### config.mk
export PLATFORM = sky130hd
export DESIGN_NAME = corner_window_sequencer
export DESIGN_NICKNAME = d
export VERILOG_FILES = /design/src/rtl/corner_seq_pkg.sv /design/src/rtl/corner_seq_pos_counter.sv /design/src/rtl/corner_window_sequencer.sv
export SDC_FILE = /design/constraint.sdc
export NUM_CORES = 1
export LEC_CHECK = 0
export BUFFER_PORTS_ARGS = -buffer_cell sky130_fd_sc_hd__buf_2
export CORE_MARGIN = 2
export CORE_UTILIZATION = 50
export CTS_BUF_LIST = sky130_fd_sc_hd__clkbuf_8
export CTS_CLUSTER_DIAMETER = 150
export DETAILED_ROUTE_END_ITERATION = 10
export MAX_ROUTING_LAYER = met4
export PLACE_DENSITY = 0.79
export SYNTH_ARGS = -nofsm -noshare
export SYNTH_HDL_FRONTEND = slang
export SYNTH_SLANG_ARGS = --single-unit
### constraint.sdc
create_clock -name c -period 2.8 [get_ports c]
set_input_delay 0 -clock c [delete_from_list [all_inputs] [get_ports c]]
set_output_delay 0 -clock c [all_outputs]
set_load 0.01 [all_outputs]
### src/rtl/corner_seq_pkg.sv
// Shared types and helpers for the corner detector window sequencer.
package corner_seq_pkg;

    typedef enum logic [0:0] {
        IDLE   = 1'b0,
        ACTIVE = 1'b1
    } seq_state_e;

    localparam int DEF_WIN = 7;
    localparam int HALF    = (DEF_WIN - 1) / 2;

    // Line buffer rotation index width: clog2(WIN-1).
    function automatic int sel_width(input int win);
        return $clog2(win - 1);
    endfunction

    function automatic int half_of(input int win);
        return (win - 1) / 2;
    endfunction

endpackage

### src/rtl/corner_seq_pos_counter.sv
// Column/row/line-buffer-rotation position tracker for the window sequencer.
// restart forces the current beat to (0,0); adv consumes the current position.
module corner_seq_pos_counter
    import corner_seq_pkg::*;
#(
    parameter int IMG_W = 1280,
    parameter int IMG_H = 800,
    parameter int WIN   = 7,
    parameter int COL_W = 11,
    parameter int ROW_W = 10,
    localparam int SEL_W = sel_width(WIN)
) (
    input  logic             c,
    input  logic             rst,
    input  logic             adv,
    input  logic             restart,
    output logic [COL_W-1:0] cur_col,
    output logic [ROW_W-1:0] cur_row,
    output logic [SEL_W-1:0] cur_sel,
    output logic             last
);

    localparam logic [COL_W-1:0] COL_LAST = COL_W'(IMG_W - 1);
    localparam logic [ROW_W-1:0] ROW_LAST = ROW_W'(IMG_H - 1);
    localparam logic [SEL_W-1:0] SEL_LAST = SEL_W'(WIN - 2);

    logic [COL_W-1:0] col_q, col_d;
    logic [ROW_W-1:0] row_q, row_d;
    logic [SEL_W-1:0] sel_q, sel_d;

    always_comb begin
        cur_col = restart ? '0 : col_q;
        cur_row = restart ? '0 : row_q;
        cur_sel = restart ? '0 : sel_q;
        last    = (cur_col == COL_LAST) && (cur_row == ROW_LAST);

        col_d = col_q;
        row_d = row_q;
        sel_d = sel_q;
        if (adv) begin
            if (last) begin
                col_d = '0;
                row_d = '0;
                sel_d = '0;
            end else if (cur_col == COL_LAST) begin
                col_d = '0;
                row_d = cur_row + ROW_W'(1);
                sel_d = (cur_sel == SEL_LAST) ? '0 : cur_sel + SEL_W'(1);
            end else begin
                col_d = cur_col + COL_W'(1);
                row_d = cur_row;
                sel_d = cur_sel;
            end
        end
    end

    always_ff @(posedge c) begin
        if (rst) begin
            col_q <= '0;
            row_q <= '0;
            sel_q <= '0;
        end else begin
            col_q <= col_d;
            row_q <= row_d;
            sel_q <= sel_d;
        end
    end

endmodule

### src/rtl/corner_window_sequencer.sv
// Pixel-stream scheduler for the corner detector window/line-buffer datapath.
// Optional statistics counters are built when CORNER_SEQ_STATS_EN is defined.
module corner_window_sequencer
    import corner_seq_pkg::*;
#(
    parameter int IMG_W = 1280,
    parameter int IMG_H = 800,
    parameter int WIN   = 7,
    parameter int COL_W = 11,
    parameter int ROW_W = 10,
    localparam int SEL_W = sel_width(WIN)
) (
    input  logic             c,
    input  logic             rst,
    input  logic             in_valid,
    input  logic             in_sof,
    output logic             in_ready,
    output logic             shift_en,
    output logic             lb_wr_en,
    output logic [COL_W-1:0] lb_addr,
    output logic [SEL_W-1:0] lb_sel,
    output logic             win_valid,
    input  logic             out_ready,
    output logic [COL_W-1:0] win_col,
    output logic [ROW_W-1:0] win_row,
    output logic             frame_done,
    output logic             err_sof,
    output logic [15:0]      stat_frames,
    output logic [15:0]      stat_drops
);

    localparam int WIN_HALF = half_of(WIN);

    seq_state_e       state_q, state_d;
    logic             win_valid_q, win_valid_d;
    logic [COL_W-1:0] win_col_q, win_col_d;
    logic [ROW_W-1:0] win_row_q, win_row_d;
    logic             frame_done_q, frame_done_d;
    logic             err_sof_q, err_sof_d;

    logic             accept, sof_acc, proc, qualify, last;
    logic [COL_W-1:0] cur_col;
    logic [ROW_W-1:0] cur_row;
    logic [SEL_W-1:0] cur_sel;

    // Outside a frame only an SOF beat is processed; everything else is dropped.
    assign in_ready = !win_valid_q || out_ready;
    assign accept   = in_valid && in_ready;
    assign sof_acc  = accept && in_sof;
    assign proc     = accept && (in_sof || (state_q == ACTIVE));

    corner_seq_pos_counter #(
        .IMG_W (IMG_W),
        .IMG_H (IMG_H),
        .WIN   (WIN),
        .COL_W (COL_W),
        .ROW_W (ROW_W)
    ) u_pos (
        .c       (c),
        .rst     (rst),
        .adv     (proc),
        .restart (sof_acc),
        .cur_col (cur_col),
        .cur_row (cur_row),
        .cur_sel (cur_sel),
        .last    (last)
    );

    assign qualify = proc && (cur_col >= COL_W'(WIN - 1)) && (cur_row >= ROW_W'(WIN - 1));

    always_comb begin
        state_d      = state_q;
        win_valid_d  = win_valid_q;
        win_col_d    = win_col_q;
        win_row_d    = win_row_q;
        frame_done_d = proc && last;
        err_sof_d    = sof_acc && (state_q == ACTIVE);

        if (proc) begin
            state_d = last ? IDLE : ACTIVE;
        end

        if (qualify) begin
            win_valid_d = 1'b1;
            win_col_d   = cur_col - COL_W'(WIN_HALF);
            win_row_d   = cur_row - ROW_W'(WIN_HALF);
        end else if (out_ready) begin
            win_valid_d = 1'b0;
        end
    end

    always_ff @(posedge c) begin
        if (rst) begin
            state_q      <= IDLE;
            win_valid_q  <= 1'b0;
            win_col_q    <= '0;
            win_row_q    <= '0;
            frame_done_q <= 1'b0;
            err_sof_q    <= 1'b0;
        end else begin
            state_q      <= state_d;
            win_valid_q  <= win_valid_d;
            win_col_q    <= win_col_d;
            win_row_q    <= win_row_d;
            frame_done_q <= frame_done_d;
            err_sof_q    <= err_sof_d;
        end
    end

    assign shift_en   = proc;
    assign lb_wr_en   = proc;
    assign lb_addr    = cur_col;
    assign lb_sel     = cur_sel;
    assign win_valid  = win_valid_q;
    assign win_col    = win_col_q;
    assign win_row    = win_row_q;
    assign frame_done = frame_done_q;
    assign err_sof    = err_sof_q;

`ifdef CORNER_SEQ_STATS_EN
    logic [15:0] stat_frames_q, stat_frames_d;
    logic [15:0] stat_drops_q, stat_drops_d;
    logic        drop;

    assign drop = accept && !in_sof && (state_q == IDLE);

    // Saturating event counters.
    always_comb begin
        stat_frames_d = stat_frames_q;
        stat_drops_d  = stat_drops_q;
        if (frame_done_q && (stat_frames_q != 16'hFFFF)) begin
            stat_frames_d = stat_frames_q + 16'd1;
        end
        if (drop && (stat_drops_q != 16'hFFFF)) begin
            stat_drops_d = stat_drops_q + 16'd1;
        end
    end

    always_ff @(posedge c) begin
        if (rst) begin
            stat_frames_q <= '0;
            stat_drops_q  <= '0;
        end else begin
            stat_frames_q <= stat_frames_d;
            stat_drops_q  <= stat_drops_d;
        end
    end

    assign stat_frames = stat_frames_q;
    assign stat_drops  = stat_drops_q;
`else
    assign stat_frames = '0;
    assign stat_drops  = '0;
`endif

endmodule

; Word level (Yosys, flattened, before mapping)
; Index checks and enable logic that the tools add are counted.
[op_classes]
addsub = 5
order_cmp = 2
n_eq_ne = 3
muxes = 13
n_reduce_logical = 12
[op_table]
columns = operator, n
row1 = $mux W11, 3
row2 = $mux W10, 3
row3 = $mux W3, 4
row4 = $add A11 B1 Y11 const B, 1
row5 = $eq A11 B11 Y1 const B, 1
row6 = $ge A11 B3 Y1 const B, 1
row7 = $sub A11 B2 Y11 const B, 1
row8 = $add A10 B1 Y10 const B, 1
row9 = $eq A10 B10 Y1 const B, 1
row10 = $ge A10 B3 Y1 const B, 1
row11 = $sub A10 B2 Y10 const B, 1
row12 = $logic_and A1 B1 Y1, 8
row13 = $add A3 B1 Y3 const B, 1
row14 = $eq A3 B3 Y1 const B, 1
row15 = $mux W1, 3
row16 = $logic_or A1 B1 Y1, 2
row17 = $reduce_bool A2 Y1, 1
row18 = $logic_not A1 Y1, 1
[word_totals]
register_bits = 49
output_inout_bits = 73

; Depth between registers and ports, before layout
; Gate-level depths: netlist of run 1.
[logic_depth]
word_depth = 9
depth_mapped = 13
mapped_depth_nobuf = 11

; By module
; From an unflattened synthesis of run 1, not the netlist that was laid out.
[unflattened]
cells_unflattened = 376
hier_area_um2 = 3104.2
[by_module_without_submodules]
columns = module, n_inst, cells_each, area_per_inst_um2, seq_area_each_um2
row1 = corner_window_sequencer, 1, 177, 1562.7, 500.5
row2 = corner_seq_pos_counter, 1, 199, 1541.5, 480.5

; Worst setup path after synthesis of run 1
; No wires, ideal clock.
[synth_path]
path_type = reg-to-reg
startpoint = register win_valid_q (netlist: win_valid)
endpoint = register u_pos.sel_q[2]
setup_ps = 117
arrival_ps = 3176
path_slack_ps = -493
stages_incl_launch_ff = 14
path_cell_list = dfxtp_1 > and2b_2 > inv_2 > nand2_1 > clkbuf_1 > clkbuf_1 > and2_1 > ha_1 > buf_2 > nand3_4 > a2111oi_4 > nand2_2 > mux2_4 > a32o_1
[synth_between]
word_cells_on_any_way = 16
cone_classes = 1 x add/sub / 3 x eq/ne / 6 x mux / 6 x reduce/logical
[synth_lines]
columns = item, line
row1 = from (decl), corner_window_sequencer.sv:35  ; logic win_valid_q, win_valid_d;
row2 = from (signal assigned), corner_window_sequencer.sv:102  ; win_valid_q <= win_valid_d;
row3 = $logic_not A1 Y1 *, corner_window_sequencer.sv:47  ; assign in_ready = !win_valid_q || out_ready;
row4 = $logic_or A1 B1 Y1 *, corner_window_sequencer.sv:47
row5 = net in_ready, corner_window_sequencer.sv:17  ; output logic in_ready,
row6 = $logic_and A1 B1 Y1 *, corner_window_sequencer.sv:48  ; assign accept = in_valid && in_ready;
row7 = $logic_and A1 B1 Y1 *, corner_window_sequencer.sv:49  ; assign sof_acc = accept && in_sof;
row8 = $mux W11 *, corner_seq_pos_counter.sv:32  ; cur_col = restart ? '0 : col_q;
row9 = net lb_addr[1], corner_window_sequencer.sv:20  ; output logic [COL_W-1:0] lb_addr,
row10 = $eq A11 B11 Y1 *, "corner_seq_pos_counter.sv:35, corner_seq_pos_counter.sv:45"
row11 = $mux W3 or $logic_and A1 B1 Y1 (tied branches), "corner_seq_pos_counter.sv:45, corner_seq_pos_counter.sv:35"
row12 = $mux W3 *, corner_seq_pos_counter.sv:41  ; if (last) begin
row13 = to (signal assigned), corner_seq_pos_counter.sv:65  ; sel_q <= sel_d;
row14 = to (decl), corner_seq_pos_counter.sv:29  ; logic [SEL_W-1:0] sel_q, sel_d;
; The timed path passes the listed nets; every way through them passes the cells marked *.
; A chain may end at the register's enable or synchronous reset.

; Worst setup path after layout of run 1
[layout_path]
startpoint = register win_valid_q (netlist: win_valid)
endpoint = register u_pos.row_q[8]
[layout_between]
elab_chain_len = 8
word_cells_on_any_way = 13
cone_classes = 1 x add/sub / 2 x eq/ne / 4 x mux / 6 x reduce/logical
[layout_lines]
columns = item, line
row1 = $logic_not A1 Y1 *, corner_window_sequencer.sv:47
row2 = $logic_or A1 B1 Y1 *, corner_window_sequencer.sv:47
row3 = $logic_and A1 B1 Y1 *, corner_window_sequencer.sv:48
row4 = $logic_and A1 B1 Y1, corner_window_sequencer.sv:49
row5 = $mux W10 or $mux W11 (tied branches), "corner_seq_pos_counter.sv:33, corner_seq_pos_counter.sv:32"
row6 = $add A10 B1 Y10 (tied with other cells), corner_seq_pos_counter.sv:47  ; row_d = cur_row + ROW_W'(1);
row7 = $mux W10 or $logic_and A1 B1 Y1 (tied branches), "corner_seq_pos_counter.sv:45, corner_seq_pos_counter.sv:35"
row8 = $mux W10, corner_seq_pos_counter.sv:41
row9 = to (signal assigned), corner_seq_pos_counter.sv:64  ; row_q <= row_d;
row10 = to (decl), corner_seq_pos_counter.sv:28  ; logic [ROW_W-1:0] row_q, row_d;
; Mark *: on every way between the ends. The rest lies on a longest branch, timed or not.

==> impl_metrics.toml, run 1 <==
[die]
die_h_um = 83.8
initial_core_util = 0.511
fp.dieArea_mm2 = 0.00703
num_rows = 29
coreArea_mm2 = 0.00624
io_pins = 78
die_w_um = 83.8

[sta]
finClkSkew_ns = 0.0108
fmax_mhz = 376
hold_viol = 0
worst_hold_slack_ns = 0.0546
tightest_slew_ns = 0.686
slew_violations = 0
worst_slack_ns = 0.137
period_share = 0.951
max-slew-margin-rel = 0.538
rsz0062_at_grt = "false"
tns_ns = 0
setup-violations-final = 0
min_period_ns = 2.66

[synthesis]
synth-edff-count = 0
async_reset_ff_frac = 0
synth_area_leaders = "dfxtp_1 (31%), buf_4 (8.0%), nor2_1 (4.6%)"
yosysWarnings = 0
synth.distinct_cells = 62
synth_top_area_cell = "dfxtp_1"
synth_most_common_cell = "dfxtp_1"
synthFlopType = "dfxtp_1"
syn-mean-instance-area_um2 = 7.79
netlist_area_mm2 = 0.00319
synth_common_cells = "dfxtp_1 (49), nor2_1 (39), buf_4 (34), a21oi_1 (25), nand2_1 (25)"
ys_ff_latch = 49
yosysSeqAreaShare = 0.308
syn_inst = 409
synth_top_area_frac = 0.308

[global_routing]
grt_pass1_vias = 2706
grt_max_degree = 46
antenna_found_initial = 0
grt_usage = 0.234
grt_pass1_wl_um = 13100
overflow = 0

[run_status]
outcome = "complete, no violations"

[cells_and_area]
syn_to_final_growth_pct = 8.76
finalInstanceArea_mm2 = 0.00347
finalNetCount = 447
stdcell_count = 516
final_core_util = 0.555
n_antenna_cell = 0
fillers = 620
drive_above_1_share = 0.187

[routing]
drc = 0
firstDrtPassIters = 5
drt-total-wl_um = 8210
drt.antenna.violating_nets = 0
vias_per_cell = 5.97
vias = 3082
wl_per_cell_um = 15.9
drtIter0Drc = 230

[placement]
place_area_mm2 = 0.00335
place_inst = 508
numPortBuffers = 45
gp_congestion = 0.970
hpwl_um = 5830
place_ws_ns = 0.178

[critical_path]
worstPathRequired_ns = 3.05
reg2reg_slack_ns = 0.14
crit_fanout = 8
crit_path_max_incr_delay_ns = 0.44
r2r_start = "win_valid"
rr_endpoint = "u_pos.row_q[8]"
endpoint_kind = "flip-flop"
crit_chain = "and2b_2 > inv_4 > nand2_2 > nand2_1 > inv_1 > ha_1 > and3_2 > o2111ai_1 > or2_2 > or3b_2 > a31oi_1"
cp-start-kind = "flip-flop"
worst_r2r_path_depth = 11
critPathKind = "reg -> reg"
worstPathArrival_ns = 2.91
slowest_stage = "or3b_2"

[pwr]
p_sw_frac = 0.245
power_mw = 1.34
p_int_mw = 1.01
clkPwrFrac = 0.399
share_seq_of_total_power = 0.525
p_sw_mw = 0.328
power.leakage_nw = 1.45
powerDensity_mw_per_mm2 = 386
ir_drop_mv = 0.271
power_frac_comb = 0.076

[clock_tree]
htree_levels = 2
clk_path_buf_depth = 2
cts_root_buffer = "clkbuf_8"
cts_buffers = 5
cts_tree = "done"
clock_latency_ns = 0.31
cts_sinks = 49
cts.clk_slew.worst_paths_ns = 0.10
hold_buffers = 0

[min_path]
min_path_cells = 2
min_from = "in_sof"
min_path_type = "in -> reg"
min_to = "err_sof"

[job]
cap_violations = 0
## per-layer routing
metal | GRT usage | wire (um) | vias to the layer above
met5 | - | 0 | -
met4 | 0.0968 | 201 | 0
met3 | 0.0386 | 661 | 25
met2 | 0.366 | 3810 | 159
met1 | 0.301 | 3540 | 1440
li1 | - | - | 1458
## cell type report
| class | count | area [um2] | area share |
|---|---|---|---|
| multi-input cells | 310 | 1890 | 0.544 |
| flip-flops and latches | 49 | 981 | 0.283 |
| repair buffers | 57 | 328 | 0.0946 |
| well taps | 77 | 96.3 | 0.0278 |
| clock buffers | 6 | 82.6 | 0.0238 |
| inverters | 15 | 58.8 | 0.0170 |
| clock inverters | 2 | 33.8 | 0.00975 |
## worst max path at each step
stage | startpoint | slack [ns] | endpoint | cells after the start
6_report | win_valid | 0.14 | u_pos.row_q[8] | 11
3_5_place_dp | win_valid | 0.18 | win_col[0] | 10
5_1_grt | win_valid | 0.05 | u_pos.row_q[8] | 11
4_1_cts | win_valid | 0.16 | win_col[0] | 10
3_3_place_gp | win_valid | 0.26 | win_col[0] | 10
2_1_floorplan | win_valid | 0.02 | u_pos.sel_q[2] | 13
## repair_timing
action | 4_1_cts | 5_1_grt
setup endpoints to repair | 0 | 3
resized for setup | 0 | 1
setup buffers | 0 | 0
## placed cells by master (no fill, tap or decap), types with 3 or more instances in the layout
master / instances
inv_1: 14
nand3_1: 9
nor4_1: 11
nand2_1: 24
mux2i_1: 3
o311ai_0: 3
dfxtp_1: 49
nor3_1: 12
ha_1: 4
a22oi_1: 5
buf_4: 11
and3_1: 7
nor2_1: 39
nand2b_1: 7
buf_2: 45
or3_1: 4
o2111ai_1: 5
a311oi_1: 9
o21ai_0: 21
a31oi_1: 6
xnor2_1: 10
nand4_1: 8
a211oi_1: 9
and2_1: 11
conb_1: 32
a21oi_1: 25
clkbuf_8: 6
a21boi_0: 4
## critical path: cells and delay by family, from the launching register on
kind | cells | cell delay, ns
flops | 1 | 0.31
compound gates | 2 | 0.45
buf+inv | 2 | 0.20
simple gates | 6 | 1.37
fa+ha+maj | 1 | 0.25
## flip-flops by register name, summed over array words and instances, names as in the netlist
register	flops
u_pos.col_q	11
err_sof	1
win_col	11
win_row	10
u_pos.sel_q	3
u_pos.row_q	10
win_valid	1
state_q	1
frame_done	1
## power groups by stage
stage | sequential [mW] | combinational, mW | clock (mW)
5_1_grt | 0.703 | 0.111 | 0.564
6_report | 0.703 | 0.102 | 0.535
4_1_cts | 0.703 | 0.100 | 0.540
3_5_place_dp | 0.719 | 0.0999 | 0
3_3_place_gp | 0.719 | 0.0993 | 0
2_1_floorplan | 0.717 | 0.110 | 0
## cell families (layout without fill, tap and decap cells)
logic type	after synthesis	in the layout	synth area share
AOI/OAI and AO/OA	102	102	0.225
and+or+nand+nor	155	155	0.261
muxes	5	5	0.0177
adders and majority gates	4	4	0.0157
buffers and inverters	81	80	0.139
xor gates and xnor gates	12	12	0.0330
DFF	49	49	0.308
other	1	32	0.00118
Note: power is estimated with default switching activity, not from simulation.
==> run 2: changes to the inputs <==
--- a/config.mk
+++ b/config.mk
@@ -6,7 +6,7 @@
 export NUM_CORES = 1
 export LEC_CHECK = 0
 export BUFFER_PORTS_ARGS = -buffer_cell sky130_fd_sc_hd__buf_2
-export CORE_MARGIN = 2
+export CORE_MARGIN = 4
 export CORE_UTILIZATION = 50
 export CTS_BUF_LIST = sky130_fd_sc_hd__clkbuf_8
 export CTS_CLUSTER_DIAMETER = 150
==> run 2 against run 1 <==
Clock skew fell by 0.0057 ns; sequential share of layout area rose by 0.22 points; non-clock buffer count rose by 1; critical path depth did not move; routed wire length rose by 6.0%; die area rose by 9.8%; clock power fell by 15%; sequential power barely moved; via count fell by 0.16%; register-to-register slack improved by 0.09 ns; largest cell class unchanged.
==> impl_metrics.toml, run 2 (synthesis gave the netlist of run 1 again) <==
[placement]
numPortBuffers = 45
place_inst = 507
gp_congestion = 1.07
hpwl_um = 6290
place_area_mm2 = 0.00334

[clock_tree]
htree_levels = 2
cts.clk_slew.worst_paths_ns = 0.10
postCtsSetupRepairBufs = 0
hold_buffers = 0
cts_sinks = 49
clock_latency_ns = 0.32
cts_tree = "done"
cts_buffers = 5
clk_path_buf_depth = 2
cts_root_buffer = "clkbuf_8"

[sta]
setup-violations-final = 0
rsz0062_at_grt = "false"
hold_viol = 0
max-slew-margin-rel = 0.486
finClkSkew_ns = 0.00510
fmax_mhz = 388
min_period_ns = 2.57
period_share = 0.920
tightest_slew_ns = 0.768
tns_ns = 0
worst_hold_slack_ns = 0.0469
slew_violations = 0

[routing]
drc = 0
vias_per_cell = 5.97
drtIter0Drc = 408
vias = 3077
drt.antenna.violating_nets = 0
drt-total-wl_um = 8700
firstDrtPassIters = 7
wl_per_cell_um = 16.9

[critical_path]
worstPathRequired_ns = 3.05
cp-start-kind = "flip-flop"
critPathKind = "reg -> reg"
crit_fanout = 8
worstPathArrival_ns = 2.83
crit_chain = "and2b_2 > inv_4 > nand2_2 > nand2_1 > inv_1 > ha_1 > and3_2 > o2111ai_1 > or2_2 > or3b_2 > a31oi_1"
slowest_stage = "or3b_2"
crit_path_max_incr_delay_ns = 0.43
endpoint_kind = "flip-flop"

[pwr]
powerDensity_mw_per_mm2 = 367
ir_drop_mv = 0.214
power.leakage_nw = 1.44

[cells_and_area]
finalInstanceArea_mm2 = 0.00344
final_cell_mix = "dfxtp_1 (49), buf_2 (45), nor2_1 (39), conb_1 (32), a21oi_1 (25)"
syn_to_final_growth_pct = 7.93
layout_commonest_cell = "dfxtp_1"
stdcell_count = 515
drive_above_1_share = 0.193
n_antenna_cell = 0
finalNetCount = 448

[global_routing]
grt_max_degree = 46
antenna_found_initial = 0
grt_usage = 0.229
overflow = 0
grt_pass1_wl_um = 13500
grt_pass1_vias = 2738

[job]
cap_violations = 0

[die]
io_pins = 78
die_w_um = 87.8
initial_core_util = 0.526
die_h_um = 87.8
coreArea_mm2 = 0.00606
num_rows = 28
fp.dieArea_mm2 = 0.00771

[min_path]
min_path_type = "in -> reg"

[run_status]
outcome = "complete, no violations"
-- run 2: worst max-delay path, delay by kind of cell (launching register included) --
family | cells | cell delay (ns)
buffers and inverters | 2 | 0.20
adders and majority gates | 1 | 0.27
AOI/OAI and AO/OA | 2 | 0.41
and+or+nand+nor | 6 | 1.30
DFF | 1 | 0.32
-- run 2: report_power, final --
part / internal (mW) / switching (mW)
combinational: 0.0240 / 0.0807
sequential: 0.699 / 0.00386
clock: 0.183 / 0.274
-- run 2: through the flow --
stage | power [mW] | utilization | setup slack [ns]
3_3_place_gp | 0.820 | 0.551 | 0.285
5_1_grt | 1.30 | 0.568 | 0.0170
6_report | 1.26 | 0.568 | 0.225
3_5_place_dp | 0.820 | 0.551 | 0.181
2_1_floorplan | 0.826 | - | 0.0246
4_1_cts | 1.26 | 0.567 | 0.0912
-- run 2: area by class of cell --
cell class / instances / area [um2]
sequential: 49 / 981
fill: 575 / 2620
inverter: 15 / 58.8
clock inverter: 3 / 25.0
tap: 75 / 93.8
timing repair buffer: 58 / 323
clock buffer: 5 / 68.8
multi-input combinational: 310 / 1890
-- run 2: path summary, 6_finish.rpt --
path              start              to  slack, ns  cells after the start
min reg2reg  win_col[6]      win_col[6]       0.47                      2
min              in_sof         err_sof       0.05                      2
max reg2reg   win_valid  u_pos.row_q[8]       0.23                     11
max           win_valid  u_pos.row_q[8]       0.23                     11
-- run 2: repair_timing --
item | CTS | global route
resized for setup | 0 | 2
endpoints found under the setup margin | 0 | 22
endpoints found under the hold margin | 0 | 0
-- run 2: metal layers --
layer	global-route usage	up-vias	wire length, um
met5	-	-	0
met4	0.0879	0	233
met3	0.0414	26	721
met2	0.357	153	3980
met1	0.295	1437	3770
li1	-	1461	-
==> run 3: changes to the inputs <==
--- a/config.mk
+++ b/config.mk
@@ -6,11 +6,13 @@
 export NUM_CORES = 1
 export LEC_CHECK = 0
 export BUFFER_PORTS_ARGS = -buffer_cell sky130_fd_sc_hd__buf_2
+export CORE_ASPECT_RATIO = 0.75
 export CORE_MARGIN = 4
 export CORE_UTILIZATION = 50
 export CTS_BUF_LIST = sky130_fd_sc_hd__clkbuf_8
 export CTS_CLUSTER_DIAMETER = 150
 export DETAILED_ROUTE_END_ITERATION = 10
+export HOLD_SLACK_MARGIN = 0.02
 export MAX_ROUTING_LAYER = met4
 export PLACE_DENSITY = 0.79
 export SYNTH_ARGS = -nofsm -noshare
==> run 3 against run 2 <==
Total power decreased by 4.9%; largest cell class unchanged; critical endpoint is now u_pos.row_q[4]; highest routed layer unchanged; register-to-register slack about the same; combinational power about the same; via count increased by 0.65%; global-route usage increased by 0.35 points.
==> impl_metrics.toml, run 3 (synthesis gave the netlist of run 1 again) <==
[routing]
highest_layer = "met4"
drt-total-wl_um = 8560
drc = 0
vias = 3097
wl_per_cell_um = 16.5
met1_length_um = 3790
drt.antenna.violating_nets = 0
met2_wirelength_um = 3880
drtIter0Drc = 297
vias_per_cell = 5.98
wl_met3_um = 806
firstDrtPassIters = 5

[min_path]
min_path_type = "in -> reg"
min_path_cells = 2
min_from = "in_sof"
min_to = "err_sof"

[sta]
finClkSkew_ns = 0.00708
period_share = 0.916
tns_ns = 0
slew_violations = 0
tightest_slew_ns = 0.578
hold_viol = 0
fmax_mhz = 390
rsz0062_at_grt = "false"
min_period_ns = 2.57
setup-violations-final = 0
max-slew-margin-rel = 0.611

[critical_path]
worstPathArrival_ns = 2.80
crit_path_max_incr_delay_ns = 0.35
slowest_stage = "mux2_2"
cp_top_family = "simple AND/OR/NAND/NOR gates"
crit_chain = "and2b_4 > inv_4 > nand2_2 > nand2_1 > inv_1 > ha_1 > and3_2 > o2111ai_1 > nor3_1 > mux2_2 > a21boi_0"
critPathKind = "reg -> reg"
crit_fanout = 14
cp.depth = 11
cp-start-kind = "flip-flop"
endpoint_kind = "flip-flop"
reg2reg_slack_ns = 0.23
worstPathRequired_ns = 3.03
worst_r2r_path_depth = 11
rr_endpoint = "u_pos.row_q[4]"
r2r_start = "win_valid"
critical_path_buf_inv_count = 2

[global_routing]
grt_pass1_vias = 2862
antenna_found_initial = 0
grt_usage = 0.233
overflow = 0
grt_pass1_wl_um = 14600
grt_max_degree = 46

[clock_tree]
hold_buffers = 0
cts_sinks = 49
cts_buffers = 5
clock_latency_ns = 0.30
postCtsSetupRepairBufs = 0
cts_root_buffer = "clkbuf_8"
cts_resized = 0
htree_levels = 2
cts_tree = "done"
clk_path_buf_depth = 2
cts.clk_slew.worst_paths_ns = 0.09

[cells_and_area]
final_cell_mix = "dfxtp_1 (49), buf_2 (45), nor2_1 (39), conb_1 (32), a21oi_1 (25)"
finalNetCount = 450
n_antenna_cell = 0
layout_commonest_cell = "dfxtp_1"
syn_to_final_growth_pct = 8.21
drive_above_1_share = 0.191
finalInstanceArea_mm2 = 0.00345
final_core_util = 0.574

[pwr]
power_mw = 1.20
ir_drop_mv = 0.202
powerDensity_mw_per_mm2 = 349
power.leakage_nw = 1.44

[job]
cap_violations = 0

[die]
coreArea_mm2 = 0.00601
die_w_um = 100
io_pins = 78
fp.dieArea_mm2 = 0.00773
num_rows = 24
die_h_um = 77.1
initial_core_util = 0.531

[run_status]
outcome = "complete, no violations"

[placement]
gp_congestion = 0.976
place_area_mm2 = 0.00337
hpwl_um = 6190
numPortBuffers = 45
-- run 3: worst max path at each step --
stage | from | end | slack, ns
final | win_valid | u_pos.row_q[4] | 0.23
after CTS | win_valid | u_pos.row_q[8] | 0.20
after global placement | win_valid | u_pos.row_q[8] | 0.34
after floorplan | win_valid | u_pos.sel_q[2] | 0.02
after global routing | win_valid | u_pos.row_q[4] | 0.05
after detailed placement | win_valid | u_pos.row_q[8] | 0.24
-- run 3: routing by layer --
| metal | GRT usage | vias to the layer above |
|---|---|---|
| met3 | 0.0399 | 15 |
| met5 | - | - |
| met2 | 0.347 | 155 |
| li1 | - | 1457 |
| met1 | 0.335 | 1470 |
| met4 | 0.0377 | 0 |
-- run 3: worst reg2reg max path, cell delays in order, from the launching register on --
cell,delay (ns)
dfxtp_1,0.33
and2b_4,0.27
inv_4,0.05
nand2_2,0.07
nand2_1,0.09
inv_1,0.12
ha_1,0.24
and3_2,0.27
o2111ai_1,0.28
nor3_1,0.27
mux2_2,0.35
a21boi_0,0.16
-- run 3: through the flow --
stage / worst slack, ns / hold slack, ns / instances
floorplan: 0.0246 / 0.254 / 440
global placement: 0.337 / 0.370 / 512
detailed placement: 0.243 / 0.379 / 512
CTS: 0.201 / 0.0571 / 518
global route: 0.0508 / 0.0659 / 518
finish: 0.234 / 0.0635 / 518
-- run 3: power breakdown --
group          internal, mW  leakage (nW)  switching [mW]
sequential            0.699         0.395         0.00372
combinational        0.0265          1.01          0.0816
clock                 0.165        0.0399           0.227
-- run 3: layout make-up --
cell class              count  area, um2
multi-input cells         310       1890
fillers                   586       2560
clock buffers               5       68.8
clock inverters             1       5.00
repair buffers             60        350
inverters                  15       58.8
flip-flops and latches     49        981
well taps                  78       97.6
